**src/rtl/or1200_dtlb_reload.sv**
```systemverilog
// DTLB refill controller for the data MMU.
// On a DTLB miss it reads the PTE for the faulting page from the page table.
// If the PTE is present, it writes the DTLB match and translate registers
// through the DMMU SPR port. That port is shared with CPU SPR traffic.
//
// Ports:
//   clk, rst          clock; synchronous active-low reset
//   miss_req/vadr     miss request (level) and faulting virtual address
//   ptbr              page-table base (word aligned)
//   miss_done/err     one-cycle completion pulse, with error qualifier
//   mem_*             PTE read port (req held until ack/err)
//   cpu_spr_*         CPU SPR request in, grant out
//   spr_*             arbitrated DMMU SPR port
//
// The VPN is taken from vadr[31:13], so aw must be at least 32.
// SET_W must not exceed 19.
module or1200_dtlb_reload #(
  parameter int unsigned aw      = 32,
  parameter int unsigned SET_W   = 6,
  parameter logic [15:0] MR_BASE = 16'h0A00,
  parameter logic [15:0] TR_BASE = 16'h0A80
) (
  input  logic          clk,
  input  logic          rst,
  input  logic          miss_req,
  input  logic [aw-1:0] miss_vadr,
  input  logic [aw-1:0] ptbr,
  output logic          miss_done,
  output logic          miss_err,
  output logic          mem_req,
  output logic [aw-1:0] mem_adr,
  input  logic          mem_ack,
  input  logic          mem_err,
  input  logic [31:0]   mem_dat,
  input  logic          cpu_spr_cs,
  input  logic          cpu_spr_write,
  input  logic [31:0]   cpu_spr_addr,
  input  logic [31:0]   cpu_spr_dat,
  output logic          cpu_spr_gnt,
  output logic          spr_cs,
  output logic          spr_write,
  output logic [31:0]   spr_addr,
  output logic [31:0]   spr_dat_o
);

  localparam int unsigned VPN_W = 19;

  typedef enum logic [2:0] {IDLE, FETCH, WR_MR, WR_TR, DONE} state_t;

  state_t           state;
  logic [VPN_W-1:0] vpn_q;
  logic [30:0]      pte_q;
  logic             err_q;
  logic             denied_q;

  logic             eng_req;
  logic             eng_gnt;
  logic             cpu_win;
  logic [31:0]      eng_addr;
  logic [31:0]      eng_dat;
  logic [SET_W-1:0] set_idx;

  // Page-offset bits of the faulting address play no part in the refill.
  logic unused_vadr_lo;
  assign unused_vadr_lo = ^miss_vadr[12:0];

  assign set_idx = vpn_q[SET_W-1:0];

  // SPR arbitration.
  // The CPU normally wins. An engine write that was refused once wins the next cycle.
  // The engine request is masked during reset, so reset shows plain CPU passthrough.
  always_comb begin
    eng_req     = 1'b0;
    eng_gnt     = 1'b0;
    cpu_win     = 1'b0;
    eng_addr    = 32'(MR_BASE) + 32'(set_idx);
    eng_dat     = {vpn_q, 12'h000, 1'b1};
    cpu_spr_gnt = 1'b0;
    spr_cs      = 1'b0;
    spr_write   = 1'b0;
    spr_addr    = 32'h0;
    spr_dat_o   = 32'h0;

    eng_req = rst && ((state == WR_MR) || (state == WR_TR));
    eng_gnt = eng_req && (!cpu_spr_cs || denied_q);
    cpu_win = cpu_spr_cs && !eng_gnt;

    if (state == WR_TR) begin
      eng_addr = 32'(TR_BASE) + 32'(set_idx);
      eng_dat  = {pte_q, 1'b0};
    end

    if (eng_gnt) begin
      spr_cs    = 1'b1;
      spr_write = 1'b1;
      spr_addr  = eng_addr;
      spr_dat_o = eng_dat;
    end else if (cpu_win) begin
      cpu_spr_gnt = 1'b1;
      spr_cs      = cpu_spr_cs;
      spr_write   = cpu_spr_write;
      spr_addr    = cpu_spr_addr;
      spr_dat_o   = cpu_spr_dat;
    end
  end

  // Refill sequencer with registered handshake outputs.
  always_ff @(posedge clk) begin
    if (!rst) begin
      state     <= IDLE;
      vpn_q     <= '0;
      pte_q     <= '0;
      err_q     <= 1'b0;
      denied_q  <= 1'b0;
      mem_req   <= 1'b0;
      mem_adr   <= '0;
      miss_done <= 1'b0;
      miss_err  <= 1'b0;
    end else begin
      miss_done <= 1'b0;
      miss_err  <= 1'b0;

      if (eng_gnt)
        denied_q <= 1'b0;
      else if (eng_req)
        denied_q <= 1'b1;

      case (state)
        IDLE: begin
          if (miss_req) begin
            vpn_q   <= miss_vadr[31:13];
            // PTE address wraps modulo 2**aw.
            mem_adr <= ptbr + aw'({miss_vadr[31:13], 2'b00});
            mem_req <= 1'b1;
            state   <= FETCH;
          end
        end
        FETCH: begin
          // A bus error takes priority over a simultaneous ack.
          if (mem_err || (mem_ack && !mem_dat[0])) begin
            mem_req   <= 1'b0;
            err_q     <= 1'b1;
            miss_done <= 1'b1;
            miss_err  <= 1'b1;
            state     <= DONE;
          end else if (mem_ack) begin
            mem_req <= 1'b0;
            pte_q   <= mem_dat[31:1];
            state   <= WR_MR;
          end
        end
        WR_MR: begin
          if (eng_gnt)
            state <= WR_TR;
        end
        WR_TR: begin
          if (eng_gnt) begin
            miss_done <= 1'b1;
            miss_err  <= err_q;
            state     <= DONE;
          end
        end
        DONE: begin
          err_q <= 1'b0;
          state <= IDLE;
        end
        default: state <= IDLE;
      endcase
    end
  end

endmodule

```
**config.mk**
```make
export PLATFORM = sky130hd
export DESIGN_NAME = or1200_dtlb_reload
export DESIGN_NICKNAME = d
export VERILOG_FILES = /design/src/rtl/or1200_dtlb_reload.sv
export SDC_FILE = /design/constraint.sdc
export NUM_CORES = 1
export LEC_CHECK = 0
export BUFFER_PORTS_ARGS = -buffer_cell sky130_fd_sc_hd__buf_2
export CAP_MARGIN = 5
export CORE_ASPECT_RATIO = 0.8
export CORE_UTILIZATION = 47
export DETAILED_ROUTE_END_ITERATION = 6
export PLACE_DENSITY = 0.82
export SYNTH_ARGS = -nofsm -noshare
export SYNTH_HDL_FRONTEND = slang
export SYNTH_SLANG_ARGS = --single-unit
```
**constraint.sdc**
```tcl
create_clock -name clk -period 3.2 [get_ports clk]
set_input_delay 0.64 -clock clk [delete_from_list [all_inputs] [get_ports clk]]
set_output_delay 0.64 -clock clk [all_outputs]
set_load 0.02 [all_outputs]
```
# == Word level (Yosys, flattened, before mapping) ==
# Cells that the tools add are included.
# word_totals
reg_bits,90
out_inout_bits,102
wordCells,71
# op_classes
n_addsub,3
n_eq_ne,9
muxes,29
n_bitwise,2
reduce_logical,19
# op_table
cell,n
32-bit two-way mux,5
32-bit by 21-bit adder with 32-bit output,1
"12-bit by 6-bit adder with 13-bit output, first input constant",2
3-bit two-way mux,5
1-bit two-way mux,13
13-bit two-way mux,1
3-bit one-hot mux with 4 select lines,1
"2-bit != test, second input constant",4
1-bit one-hot mux with 2 select lines,4
"3-bit by 2-bit == test with 1-bit output, second input constant",2
3-bit AND reduction,2
1-bit logical AND,4
2-bit AND reduction,2
4-bit AND reduction,1
2-bit nonzero test,2
"3-bit by 1-bit == test with 1-bit output, second input constant",1
"3-bit == test, second input constant",1
1-bit logical NOT,3
3-bit logical NOT,1
1-bit logical OR,3
"3-bit != test, second input constant",1
1-bit NOT,2
2-bit OR reduction,1

# == Depth between registers and ports, before layout ==
# Gate-level depths: netlist of the first run.
# logic_depth
ltp_word,8
depth_mapped,10
depth_no_buf,10

# == Worst setup path after synthesis of the first run ==
# OpenSTA, ideal clock, no wires.
# synth_path
path_kind,input to output
startpoint,input cpu_spr_cs
endpoint,output spr_dat_o[10]
arrival_time_ps,2222
required_time_ps,2560
setup_slack_ps,338
cell_stages,7
path_buffers,3
path_cell_list,clkbuf_1 > nor2b_1 > or2_2 > and2_0 > clkbuf_1 > clkbuf_1 > a22o_1
# synth_via
elab_chain_cells,7
# synth_lines
element,line,source
start: declaration,35,"input logic cpu_spr_cs,"
1-bit logical NOT,85,eng_gnt = eng_req && (!cpu_spr_cs || denied_q);
1-bit logical OR,85,
1-bit logical AND,85,
1-bit logical NOT,86,cpu_win = cpu_spr_cs && !eng_gnt;
1-bit logical AND,86,
32-bit two-way mux,98,end else if (cpu_win) begin
32-bit two-way mux (*),93,if (eng_gnt) begin
end: declaration,43,output logic [31:0] spr_dat_o
# Every way passes the cells marked *; elsewhere a longest branch is shown, timed or not.

# == Worst setup path in the final report of the first run ==
# layout_path
startpoint,input rst
endpoint,output spr_dat_o[9]
# layout_via
elab_chain_cells,6
# layout_lines
element,line,source
start: declaration,24,"input logic rst,"
1-bit logical AND (*),84,eng_req = rst && ((state == WR_MR) || (state == WR_TR));
1-bit logical AND (*),85,
1-bit logical NOT,86,
1-bit logical AND,86,
32-bit two-way mux,98,
32-bit two-way mux (*),93,
# Marked as above.

==> results of run 1 <==
## layer usage
layer  global-route usage [%]  routed length [um]
met1                    38.91                7802
met2                    40.03                7050
met3                    6.455                1165
met4                    5.223                 105
met5                        0                   0
## worst register-to-register path, stage by stage, from the launching register on
cell and delay [ns]:
dfxtp_1 0.31, buf_4 0.18, nor4b_2 0.31, buf_4 0.47, nand2_1 0.29, nor2_1 0.17
a32o_1 0.12
## metrics by stage
stage                     instances  power [mW]  util (%)
after floorplan                 707       1.746         -
after global placement         1066       2.023     61.26
after detailed placement       1066       2.031     61.26
after CTS                      1082       3.217     64.33
after global routing           1082       3.351     64.33
final                          1082       3.207     64.33
## registers in the layout, summed over array words and instances, names as in the netlist
signal	flops
vpn_q	19
state	3
pte_q	31
denied_q	1
err_q	1
mem_req	1
miss_done	1
mem_adr	32
miss_err	1
## where the power goes
group / switching, mW / internal (mW) / leakage (nW)
clock network: 0.473 / 0.717 / 0.165
logic: 0.471 / 0.320 / 2.46
registers: 0.0365 / 1.19 / 0.735
total: 0.981 / 2.23 / 3.36
## cells by family (layout without fill, tap and decap cells)
group	count (synthesis)	count (layout)
xor+xnor	23	23
simple gates	297	297
compound gates	196	196
flops	90	90
mux	21	21
buf+inv	60	291
fa+ha+maj	20	20
## worst max-delay path by stage
stage,slack [ns],depth (start not counted),endpoint,from
after floorplan,0.34,7,spr_dat_o[10],cpu_spr_cs
after global placement,0.27,7,spr_dat_o[9],rst
after detailed placement,0.25,7,spr_dat_o[9],rst
after CTS,0.24,7,spr_dat_o[9],rst
after global routing,0.03,7,spr_dat_o[9],rst
final,0.23,7,spr_dat_o[9],rst
## synth_stat cells, types with 2 or more instances
master,count,area share (%)
mux2i_1,21,3.9
a211oi_1,3,0.42
nand2b_1,5,0.58
a21oi_1,34,3.2
nor2b_1,8,0.93
xor2_1,16,2.6
nor4b_1,2,0.33
xnor2_1,7,1.1
buf_2,8,0.75
buf_1,4,0.28
nand2_1,172,12
clkbuf_1,40,2.8
nand4_1,5,0.58
o2111ai_1,2,0.33
nor2_1,19,1.3
inv_1,5,0.35
o211ai_1,5,0.70
a21o_1,8,1.1
a22o_1,12,2.0
and2_1,10,1.2
a31oi_1,2,0.23
a21boi_0,57,8.0
or2_2,2,0.23
ha_1,19,4.4
and2_0,2,0.23
nor3_1,3,0.28
o21ai_0,54,5.0
nand3_1,34,3.2
o211a_1,2,0.37
and3_1,27,3.1
dfxtp_1,90,34
o31ai_1,2,0.28
## area by class of cell
cell class	count	area, sq um
multi-input cells	557	3322
fillers	993	3915
repair buffers	270	1401
well taps	144	180.2
clock inverters	6	97.59
flip-flops and latches	90	1802
clock buffers	10	239.0
inverters	5	18.77
==> results.tsv, run 1 <==
stage	metric	value	unit
routing	first_pass_iters	5	
timing	relSlewSlack	51.50	%
setup_path	critical_path_arrival	2.33	ns
routing	vias	5709	
setup_path	cpMostUsedCell	buf_2	
global_routing	antenna_found_initial	1	
logic_synthesis	synth_xor_xnor_area_share	3.756	%
logic_synthesis	yosys.area_share.simple	25.22	%
floorplanning	io-pin-count	269	
cts	clockBufferDepth	2	
placed_design	port_buffers	255	
logic_synthesis	synth-compound-area-share	24.08	%
outcome	status	complete, no violations	
final_layout	num_antenna_cells	0	
logic_synthesis	synth_seq_cells	90	
worst_hold_path	whs_endpoint	mem_adr[19]	
cts	root_buffer	clkbuf_16	
logic_synthesis	synth_top_family_by_area	simple AND/OR/NAND/NOR gates	
floorplanning	die_h	97.54	um
timing	max_freq	0.3362	GHz
floorplanning	die_w	121.4	um
final_layout	final_common_cell	buf_2	
logic_synthesis	synth_mux_area_share	3.920	%
timing	finalHoldViolations	0	
routing	initialDrtViolationCount	432	
logic_synthesis	synth_cell_types	59	
cts	htreeDepth	3	
cts	clk_pin_slew	0.07	ns
routing	ant_nets	0	
worst_hold_path	min-delay-start	mem_adr[19]	
setup_path	cp-end-kind	output pin	
logic_synthesis	synthCells	707	
final_layout	layout.nets	1120	
logic_synthesis	synth-edff-count	0	
power	p_per_area	454.1	mW/mm^2
timing	drv_slew	0	
timing	rsz0062_at_grt	no	
timing	min_period_over_period	92.95	%
logic_synthesis	yosys.area_share.adder	4.806	%
logic_synthesis	synth_ff_type	dfxtp_1	
routing	drc	0	
cts	cts_setup_buffers	0	
timing	finClkSkew	0.007725	ns
logic_synthesis	syn_avg_cell_area	7.585	sq um
final_layout	drive_gt1_share	31.45	%
timing	worstMarginPinSlew	0.7275	ns
timing	setup_ws	0.2255	ns
setup_path	slowest_stage	and2_0	
setup_path	startpoint_type	input pin	
power	peakVddDrop	274.4	uV
timing	setup_viol	0	
logic_synthesis	synth_async_sr_flop_share	0	%
placed_design	hpwl	11990	um
setup_path	path_buf_inv	2	
cts	cts_buffers	9	
logic_synthesis	syn_nets	894	
setup_path	path_cells	buf_2 -> nor2b_1 -> nand2_1 -> or2_2 -> and2_0 -> a22o_1 -> buf_2	
global_routing	grt-ovfl-total	0	
timing	setup_tns	0	ns
global_routing	grt_pass1_wl	25250	um
logic_synthesis	ys_seq_area_share	33.60	%
global_routing	grt_use_total	26.85	%
setup_path	required	2.56	ns
timing	period_needed	2.974	ns
floorplanning	start_util	48.86	%
setup_path	critPathMaxStageDelay	0.42	ns
floorplanning	rows	34	
routing	viasPerCell	5.276	
global_routing	grt_pass1_vias	5062	
setup_path	setup.worst_path.class	input pin to output pin	
timing	holdWs	0.4507	ns
cts	postCtsHoldBufs	0	
run	maxCapViolCount	0	
final_layout	postLayoutCellArea	0.007061	sq mm
placed_design	placed_cell_area	0.006724	sq mm
logic_synthesis	syn_area	0.005363	sq mm
cts	cts_tree	yes	
final_layout	final_cell_mix	buf_2 (255), nand2_1 (172), dfxtp_1 (90)	
worst_hold_path	hp-class	flop to flop	
cts	insertion_delay	0.34	ns
logic_synthesis	yosys_warnings	0	
power	p_leak	3.360	nW
final_layout	area_growth	31.66	%
routing	detail_route.wl_per_cell	14.90	um
cts	cts_resized	0	
global_routing	grt_max_degree	84	
cts	cts.sinks	90	
setup_path	crit_family	simple AND/OR/NAND/NOR gates	
setup_path	r2r_slack	1.28	ns
placed_design	globalplace.congestion	0.9092	
placed_design	dp_slack	0.2482	ns
routing	routed_wl	16130	um
worst_hold_path	holdPathStages	2	
setup_path	r2r_cells	6	
floorplanning	die_area	0.01184	sq mm
setup_path	r2r_start	state[0]	
setup_path	reg2reg_to	mem_adr[17]	
setup_path	crit_fanout	14	
floorplanning	core-area	0.01098	sq mm
Power figures use the tool's default switching activity.
==> inputs of run 2 (changes only) <==
Settings changed: RECOVER_POWER from default to 100.
==> run 2 against run 1 <==
Against the previous run:
- critical path depth did not move
- total power decreased by 0.70%
- utilization is 1.2 points lower
- worst setup slack improved by 0.0073 ns
- sequential power is essentially flat
- final area is 1.9% lower
- via count shrank 0.12%
- fmax is 0.25% higher
- wire length up 0.17%
- critical path type unchanged
- critical endpoint unchanged
- largest cell class unchanged
- highest routed layer unchanged
==> results.tsv, run 2 (same netlist as run 1, synthesis figures left out) <==
stage	metric	value	unit	change
worst_hold_path	min-delay-start	mem_adr[19]		unchanged
timing	setup_viol	0		unchanged
routing	initialDrtViolationCount	427		was 432
timing	max_freq	0.3370	GHz	was 0.3362 GHz
cts	cts_buffers	9		unchanged
floorplanning	die_w	121.4	um	unchanged
power	peakVddDrop	277.4	uV	was 274.4 uV
final_layout	drive_gt1_share	21.11	%	was 31.45%
final_layout	final_common_cell	nand2_1		was buf_2
setup_path	startpoint_type	input pin		unchanged
global_routing	antenna_found_initial	1		unchanged
run	maxCapViolCount	0		unchanged
setup_path	slowest_stage	and2_0		unchanged
power	power_frac_comb	24.1	%	was 24.7%
cts	htreeDepth	3		unchanged
cts	postCtsHoldBufs	0		unchanged
setup_path	cp-end-kind	output pin		unchanged
routing	ant_nets	0		unchanged
setup_path	setup.worst_path.class	input pin to output pin		unchanged
timing	rsz0062_at_grt	no		unchanged
setup_path	path_cells	buf_2 -> nor2b_1 -> nand2_1 -> or2_2 -> and2_0 -> a22o_1 -> clkbuf_2		was buf_2 -> nor2b_1 -> nand2_1 -> or2_2 -> and2_0 -> a22o_1 -> buf_2
global_routing	grt_pass1_wl	25250	um	unchanged
setup_path	critical_path_arrival	2.33	ns	about the same
setup_path	startpoint	rst		unchanged
outcome	status	complete, no violations		unchanged
final_layout	largest_reg_flops	32		unchanged
timing	setup_tns	0	ns	unchanged
cts	cts_resized	0		unchanged
timing	min_period_over_period	92.72	%	was 92.95%
global_routing	grt_pass1_vias	5062		unchanged
placed_design	port_buffers	255		unchanged
floorplanning	start_util	48.86	%	unchanged
cts	root_buffer	clkbuf_16		unchanged
timing	drv_slew	0		unchanged
final_layout	area.sequential	0.001802	sq mm	unchanged
timing	setup_ws	0.2329	ns	was 0.2255 ns
floorplanning	die_h	97.54	um	unchanged
final_layout	final_util	63.10	%	was 64.33%
cts	clk_pin_slew	0.07	ns	about the same
power	p_int	2.202	mW	was 2.226 mW
global_routing	grt_max_degree	84		unchanged
global_routing	grt_use_total	26.85	%	unchanged
floorplanning	core-area	0.01098	sq mm	unchanged
routing	first_pass_iters	4		was 5
final_layout	max_flop_register	mem_adr		unchanged
power	p_leak	2.994	nW	was 3.360 nW
setup_path	r2r_slack	1.25	ns	was 1.28 ns
routing	drc	0		unchanged
final_layout	area_growth	29.14	%	was 31.66%
placed_design	placed_cell_area	0.006724	sq mm	unchanged
cts	cts_setup_buffers	0		unchanged
worst_hold_path	hp-class	flop to flop		unchanged
placed_design	hpwl	11990	um	unchanged
final_layout	largestRegisters	mem_adr: 32 flops, pte_q: 31 flops, vpn_q: 19 flops		unchanged
placed_design	globalplace.congestion	0.9092		unchanged
timing	finClkSkew	0.007440	ns	was 0.007725 ns
setup_path	required	2.56	ns	about the same
routing	vias	5702		was 5709
floorplanning	die_area	0.01184	sq mm	unchanged
routing	routed_wl	16150	um	was 16130 um
cts	cts.sinks	90		unchanged
power	p_clk_share	37.4	%	was 37.1%
routing	viasPerCell	5.270		was 5.276
final_layout	multi_input_area	0.003316	sq mm	was 0.003322 sq mm
power	p_seq_share	38.5	%	was 38.2%
final_layout	layout.nets	1120		unchanged
timing	relSlewSlack	5.248	%	was 51.50%
power	p_per_area	459.8	mW/mm^2	was 454.1 mW/mm^2
setup_path	crit_fanout	14		unchanged
final_layout	nFillCells	1060		was 993
timing	worstMarginPinSlew	1.421	ns	was 0.7275 ns
final_layout	postLayoutCellArea	0.006925	sq mm	was 0.007061 sq mm
final_layout	num_antenna_cells	0		unchanged
final_layout	final_cell_mix	nand2_1 (172), buf_2 (151), clkbuf_1 (95)		was buf_2 (255), nand2_1 (172), dfxtp_1 (90)
floorplanning	io-pin-count	269		unchanged
setup_path	r2r_start	state[0]		unchanged
power	netSwitchingFraction	30.85	%	was 30.59%
cts	insertion_delay	0.34	ns	about the same
timing	holdWs	0.4586	ns	was 0.4507 ns
placed_design	dp_slack	0.2482	ns	unchanged
cts	cts_tree	yes		unchanged
timing	period_needed	2.967	ns	was 2.974 ns
floorplanning	rows	34		unchanged
power	power.switching	982.2	uW	was 980.8 uW
cts	clockBufferDepth	2		unchanged
global_routing	grt-ovfl-total	0		unchanged
routing	detail_route.wl_per_cell	14.93	um	was 14.90 um
setup_path	critPathMaxStageDelay	0.42	ns	about the same
timing	finalHoldViolations	0		unchanged
run 2: worst paths after layout:
path | end | cells after the start
setup / recovery | spr_dat_o[9] | 7
hold / removal | mem_adr[19] | 2
setup reg to reg | mem_adr[17] | 6
hold reg to reg | mem_adr[19] | 2
run 2: per-stage QoR:
stage,cells,total power [mW]
after global routing,1082,3.329
after floorplan,707,1.746
after detailed placement,1066,2.031
after global placement,1066,2.023
after CTS,1082,3.217
final,1082,3.184
run 2: worst max-delay path: cells and delay by family:
| kind | cells | cell delay (ns) |
|---|---|---|
| buffers and inverters | 2 | 0.25 |
| AOI/OAI and AO/OA | 1 | 0.36 |
| and+or+nand+nor | 4 | 1.08 |
run 2: per-layer routing:
layer | vias to the layer above | track usage, % | wire length, um
met5 | - | 0 | 0
met4 | 0 | 5.223 | 70
met3 | 5 | 6.455 | 1164
met2 | 191 | 40.03 | 7058
met1 | 2598 | 38.91 | 7860
li1 | 2908 | - | -
run 2: final cells by class:
| cell class | instances | share of cell area, % |
|---|---|---|
| Clock inverter | 6 | 1.409 |
| Inverter | 5 | 0.2710 |
| Multi-Input combinational cell | 557 | 47.88 |
| Sequential cell | 90 | 26.02 |
| Timing Repair Buffer | 270 | 18.37 |
| Clock buffer | 10 | 3.451 |
| Tap cell | 144 | 2.602 |
run 2: power by group through the flow:
| stage | Combinational (mW) | Sequential [mW] | Clock (mW) |
|---|---|---|---|
| after global routing | 0.840 | 1.24 | 1.25 |
| after global placement | 0.774 | 1.25 | 0 |
| after floorplan | 0.450 | 1.30 | 0 |
| after detailed placement | 0.782 | 1.25 | 0 |
| final | 0.768 | 1.23 | 1.19 |
| after CTS | 0.787 | 1.23 | 1.21 |
==> inputs of run 3 (changes only) <==
Settings changed: ABC_AREA from default to 1, CORE_UTILIZATION 47 to 48.
==> run 3 against run 2 <==
Against the previous run:
- critical path type is now flop to output pin
- highest routed layer unchanged
- largest power group is now combinational cells
- synthesized cell count up 34%
- critical endpoint is now spr_dat_o[18]
- largest cell class unchanged
- wire length increased by 17%
- the flow now finishes with violations (DRC, capacitance limit, slew limit)
- clock skew barely moved
- critical path depth is 3 higher
==> results.tsv, run 3 <==
stage	metric	value	unit	change
routing	initialDrtViolationCount	504		was 427
setup_path	r2r_slack	0.47	ns	was 1.25 ns
setup_path	critical_path_arrival	2.34	ns	was 2.33 ns
logic_synthesis	synth-edff-count	0		unchanged
timing	finalHoldViolations	0		unchanged
logic_synthesis	synth_area_leaders	dfxtp_1 (31%), nand2_1 (15%), inv_1 (10%)		was dfxtp_1 (34%), nand2_1 (12%), a21boi_0 (8.0%)
routing	detail_route.wl_per_cell	14.07	um	was 14.93 um
cts	cts_setup_buffers	0		unchanged
global_routing	antenna_found_initial	0		was 1
logic_synthesis	netlist_top_cells_count	nand2_1 (235), inv_1 (160), nor2_1 (136)		was nand2_1 (172), dfxtp_1 (90), a21boi_0 (57)
logic_synthesis	yosys.area_share.simple	30.48	%	was 25.22%
logic_synthesis	syn_area	0.005838	sq mm	was 0.005363 sq mm
power	p_leak	3.981	nW	was 2.994 nW
outcome	status	complete, but fails checks		was complete, no violations
global_routing	grt-ovfl-total	0		unchanged
setup_path	path_cells	inv_2 -> nor2_1 -> inv_1 -> a211oi_4 -> inv_2 -> nor2_4 -> clkbuf_4 -> nand2_1 -> o211ai_1 -> clkbuf_1		was buf_2 -> nor2b_1 -> nand2_1 -> or2_2 -> and2_0 -> a22o_1 -> clkbuf_2
floorplanning	core-area	0.01169	sq mm	was 0.01098 sq mm
final_layout	largestRegisters	mem_adr: 32 flops, pte_q: 31 flops, vpn_q: 19 flops		unchanged
setup_path	crit_fanout	32		was 14
floorplanning	start_util	49.93	%	was 48.86%
placed_design	port_buffers	255		unchanged
global_routing	grt_max_degree	82		was 84
setup_path	critPathMaxStageDelay	0.37	ns	was 0.42 ns
logic_synthesis	synth_top_family_by_area	simple AND/OR/NAND/NOR gates		unchanged
routing	ant_nets	0		unchanged
routing	routed_wl	18870	um	was 16150 um
timing	min_period_over_period	93.04	%	was 92.72%
floorplanning	die_h	100.6	um	was 97.54 um
timing	finClkSkew	0.007203	ns	was 0.007440 ns
cts	cts.sinks	90		unchanged
timing	max_freq	0.3359	GHz	was 0.3370 GHz
timing	worstMarginPinSlew	1.996	ns	was 1.421 ns
global_routing	grt_use_total	29.97	%	was 26.85%
setup_path	r2r_cells	9		was 6
outcome	violations	DRC, capacitance limit, slew limit		
floorplanning	die_w	125.3	um	was 121.4 um
placed_design	dp_slack	0.4325	ns	was 0.2482 ns
final_layout	nFillCells	1202		was 1060
setup_path	required	2.56	ns	about the same
final_layout	layout.nets	1375		was 1120
final_layout	final_common_cell	nand2_1		unchanged
cts	cts_buffers	9		unchanged
global_routing	grt_pass1_wl	30080	um	was 25250 um
final_layout	final_util	63.36	%	was 63.10%
power	p_per_area	566.4	mW/mm^2	was 459.8 mW/mm^2
worst_hold_path	whs_endpoint	vpn_q[7]		was mem_adr[19]
power	peakVddDrop	281.9	uV	was 277.4 uV
placed_design	hpwl	14590	um	was 11990 um
final_layout	max_flop_register	mem_adr		unchanged
placed_design	globalplace.congestion	0.9046		was 0.9092
logic_synthesis	synth_seq_cells	90		unchanged
setup_path	cpMostUsedCell	inv_2		
final_layout	postLayoutCellArea	0.007408	sq mm	was 0.006925 sq mm
final_layout	final_cell_mix	nand2_1 (235), inv_1 (162), buf_2 (159)		was nand2_1 (172), buf_2 (151), clkbuf_1 (95)
cts	cts_resized	0		unchanged
logic_synthesis	synth-compound-area-share	18.69	%	was 24.08%
final_layout	num_antenna_cells	0		unchanged
logic_synthesis	synth_most_common_cell	nand2_1		unchanged
logic_synthesis	synth_ff_type	dfxtp_1		unchanged
setup_path	path_buf_inv	5		was 2
logic_synthesis	yosys.area_share.adder	4.415	%	was 4.806%
cts	postCtsHoldBufs	0		unchanged
timing	setup_ws	0.2226	ns	was 0.2329 ns
run	maxCapViolCount	1		was 0
routing	drc	18		was 0
timing	relSlewSlack	-33.06	%	was 5.248%
timing	period_needed	2.977	ns	was 2.967 ns
timing	rsz0062_at_grt	no		unchanged
floorplanning	io-pin-count	269		unchanged
cts	cts_tree	yes		unchanged
floorplanning	die_area	0.01261	sq mm	was 0.01184 sq mm
timing	holdWs	0.4640	ns	was 0.4586 ns
logic_synthesis	synth_async_sr_flop_share	0	%	unchanged
logic_synthesis	yosys_warnings	0		unchanged
global_routing	grt_pass1_vias	6139		was 5062
setup_path	r2r_start	state[0]		unchanged
cts	clockBufferDepth	2		unchanged
floorplanning	rows	35		was 34
final_layout	largest_reg_flops	32		unchanged
routing	vias	6801		was 5702
routing	first_pass_iters	7		was 4
worst_hold_path	holdPathStages	2		unchanged
logic_synthesis	synth_mux_area_share	0	%	was 3.920%
worst_hold_path	min-delay-start	vpn_q[7]		was mem_adr[19]
setup_path	slowest_stage	dfxtp_1		was and2_0
setup_path	reg2reg_to	pte_q[27]		was mem_adr[17]
final_layout	area_growth	26.90	%	was 29.14%
cts	root_buffer	clkbuf_16		unchanged
final_layout	drive_gt1_share	16.43	%	was 21.11%
logic_synthesis	yosysTopAreaCell	dfxtp_1		unchanged
setup_path	crit_family	buffers and inverters		was simple AND/OR/NAND/NOR gates
cts	htreeDepth	3		unchanged
timing	setup_tns	0	ns	unchanged
logic_synthesis	syn_nets	1136		was 894
setup_path	startpoint_type	flop		was input pin
logic_synthesis	netlist.area_leader.share	30.86	%	was 33.60%
logic_synthesis	syn_avg_cell_area	6.152	sq um	was 7.585 sq um
cts	clk_pin_slew	0.07	ns	about the same
logic_synthesis	synth_cell_types	31		was 59
logic_synthesis	synth_xor_xnor_area_share	1.800	%	was 3.756%
setup_path	cp-end-kind	output pin		unchanged
timing	setup_viol	0		unchanged
logic_synthesis	ys_seq_area_share	30.86	%	was 33.60%
routing	viasPerCell	5.072		was 5.270
placed_design	placed_cell_area	0.007204	sq mm	was 0.006724 sq mm
setup_path	setup.worst_path.class	flop to output pin		was input pin to output pin
cts	insertion_delay	0.34	ns	about the same
worst_hold_path	hp-class	flop to flop		unchanged
timing	drv_slew	53		was 0
logic_synthesis	synthCells	949		was 707
-- run 3: cell types whose count changed after synthesis, moves of 21 or more --
cell      change
a21boi_0     -57
mux2i_1      -21
nor2_1      +117
o21ai_0      +23
inv_1       +155
and3_1       -27
clkbuf_1     -23
nand2_1      +63
-- run 3: cells by family after synthesis --
family / after synthesis
xor+xnor: 12
flops: 90
buf+inv: 203
simple gates: 443
fa+ha+maj: 20
compound gates: 181
-- run 3: cell type report --
cell class              count  area, sq um  share of cell area (%)
repair buffers            265         1225                   16.53
multi-input cells         656         3236                   43.67
well taps                 148        185.2                   2.500
clock inverters             5        85.08                   1.148
flip-flops and latches     90         1802                   24.32
clock buffers              11        252.7                   3.412
inverters                 166        623.1                   8.411
-- run 3: per-layer routing --
metal	vias up	wire length, um	track usage [%]
li1	3465	-	-
met1	3032	8470	38.26
met2	286	8694	51.57
met3	18	1456	6.476
met4	0	245	7.786
met5	-	0	0
-- run 3: worst max path at each step --
stage / endpoint / startpoint / depth (start not counted) / slack (ns)
floorplan: spr_addr[1] / rst / 6 / 0.63
global placement: spr_dat_o[17] / rst / 9 / 0.46
global route: spr_dat_o[27] / state[1] / 10 / 0.08
detailed placement: spr_dat_o[17] / rst / 9 / 0.43
CTS: spr_dat_o[26] / state[1] / 10 / 0.32
finish: spr_dat_o[18] / state[1] / 10 / 0.22
-- run 3: worst reg2reg max path, stage by stage (launching register included) --
cell,delay (ns)
dfxtp_1,0.35
inv_1,0.13
nor3_1,0.26
o211ai_1,0.16
nor2_1,0.27
clkbuf_1,0.87
inv_1,0.09
buf_4,0.27
nor2_1,0.14
nor2_1,0.07
-- run 3: stage by stage --
step / power, mW / cells
after floorplan: 2.546 / 949
after global routing: 4.450 / 1341
final: 4.196 / 1341
after detailed placement: 3.051 / 1325
after global placement: 3.023 / 1325
after CTS: 4.255 / 1341
-- run 3: power by group --
group | switching [mW] | internal, mW
logic | 1.04 | 0.478
registers | 0.110 | 1.37
clock network | 0.465 | 0.732
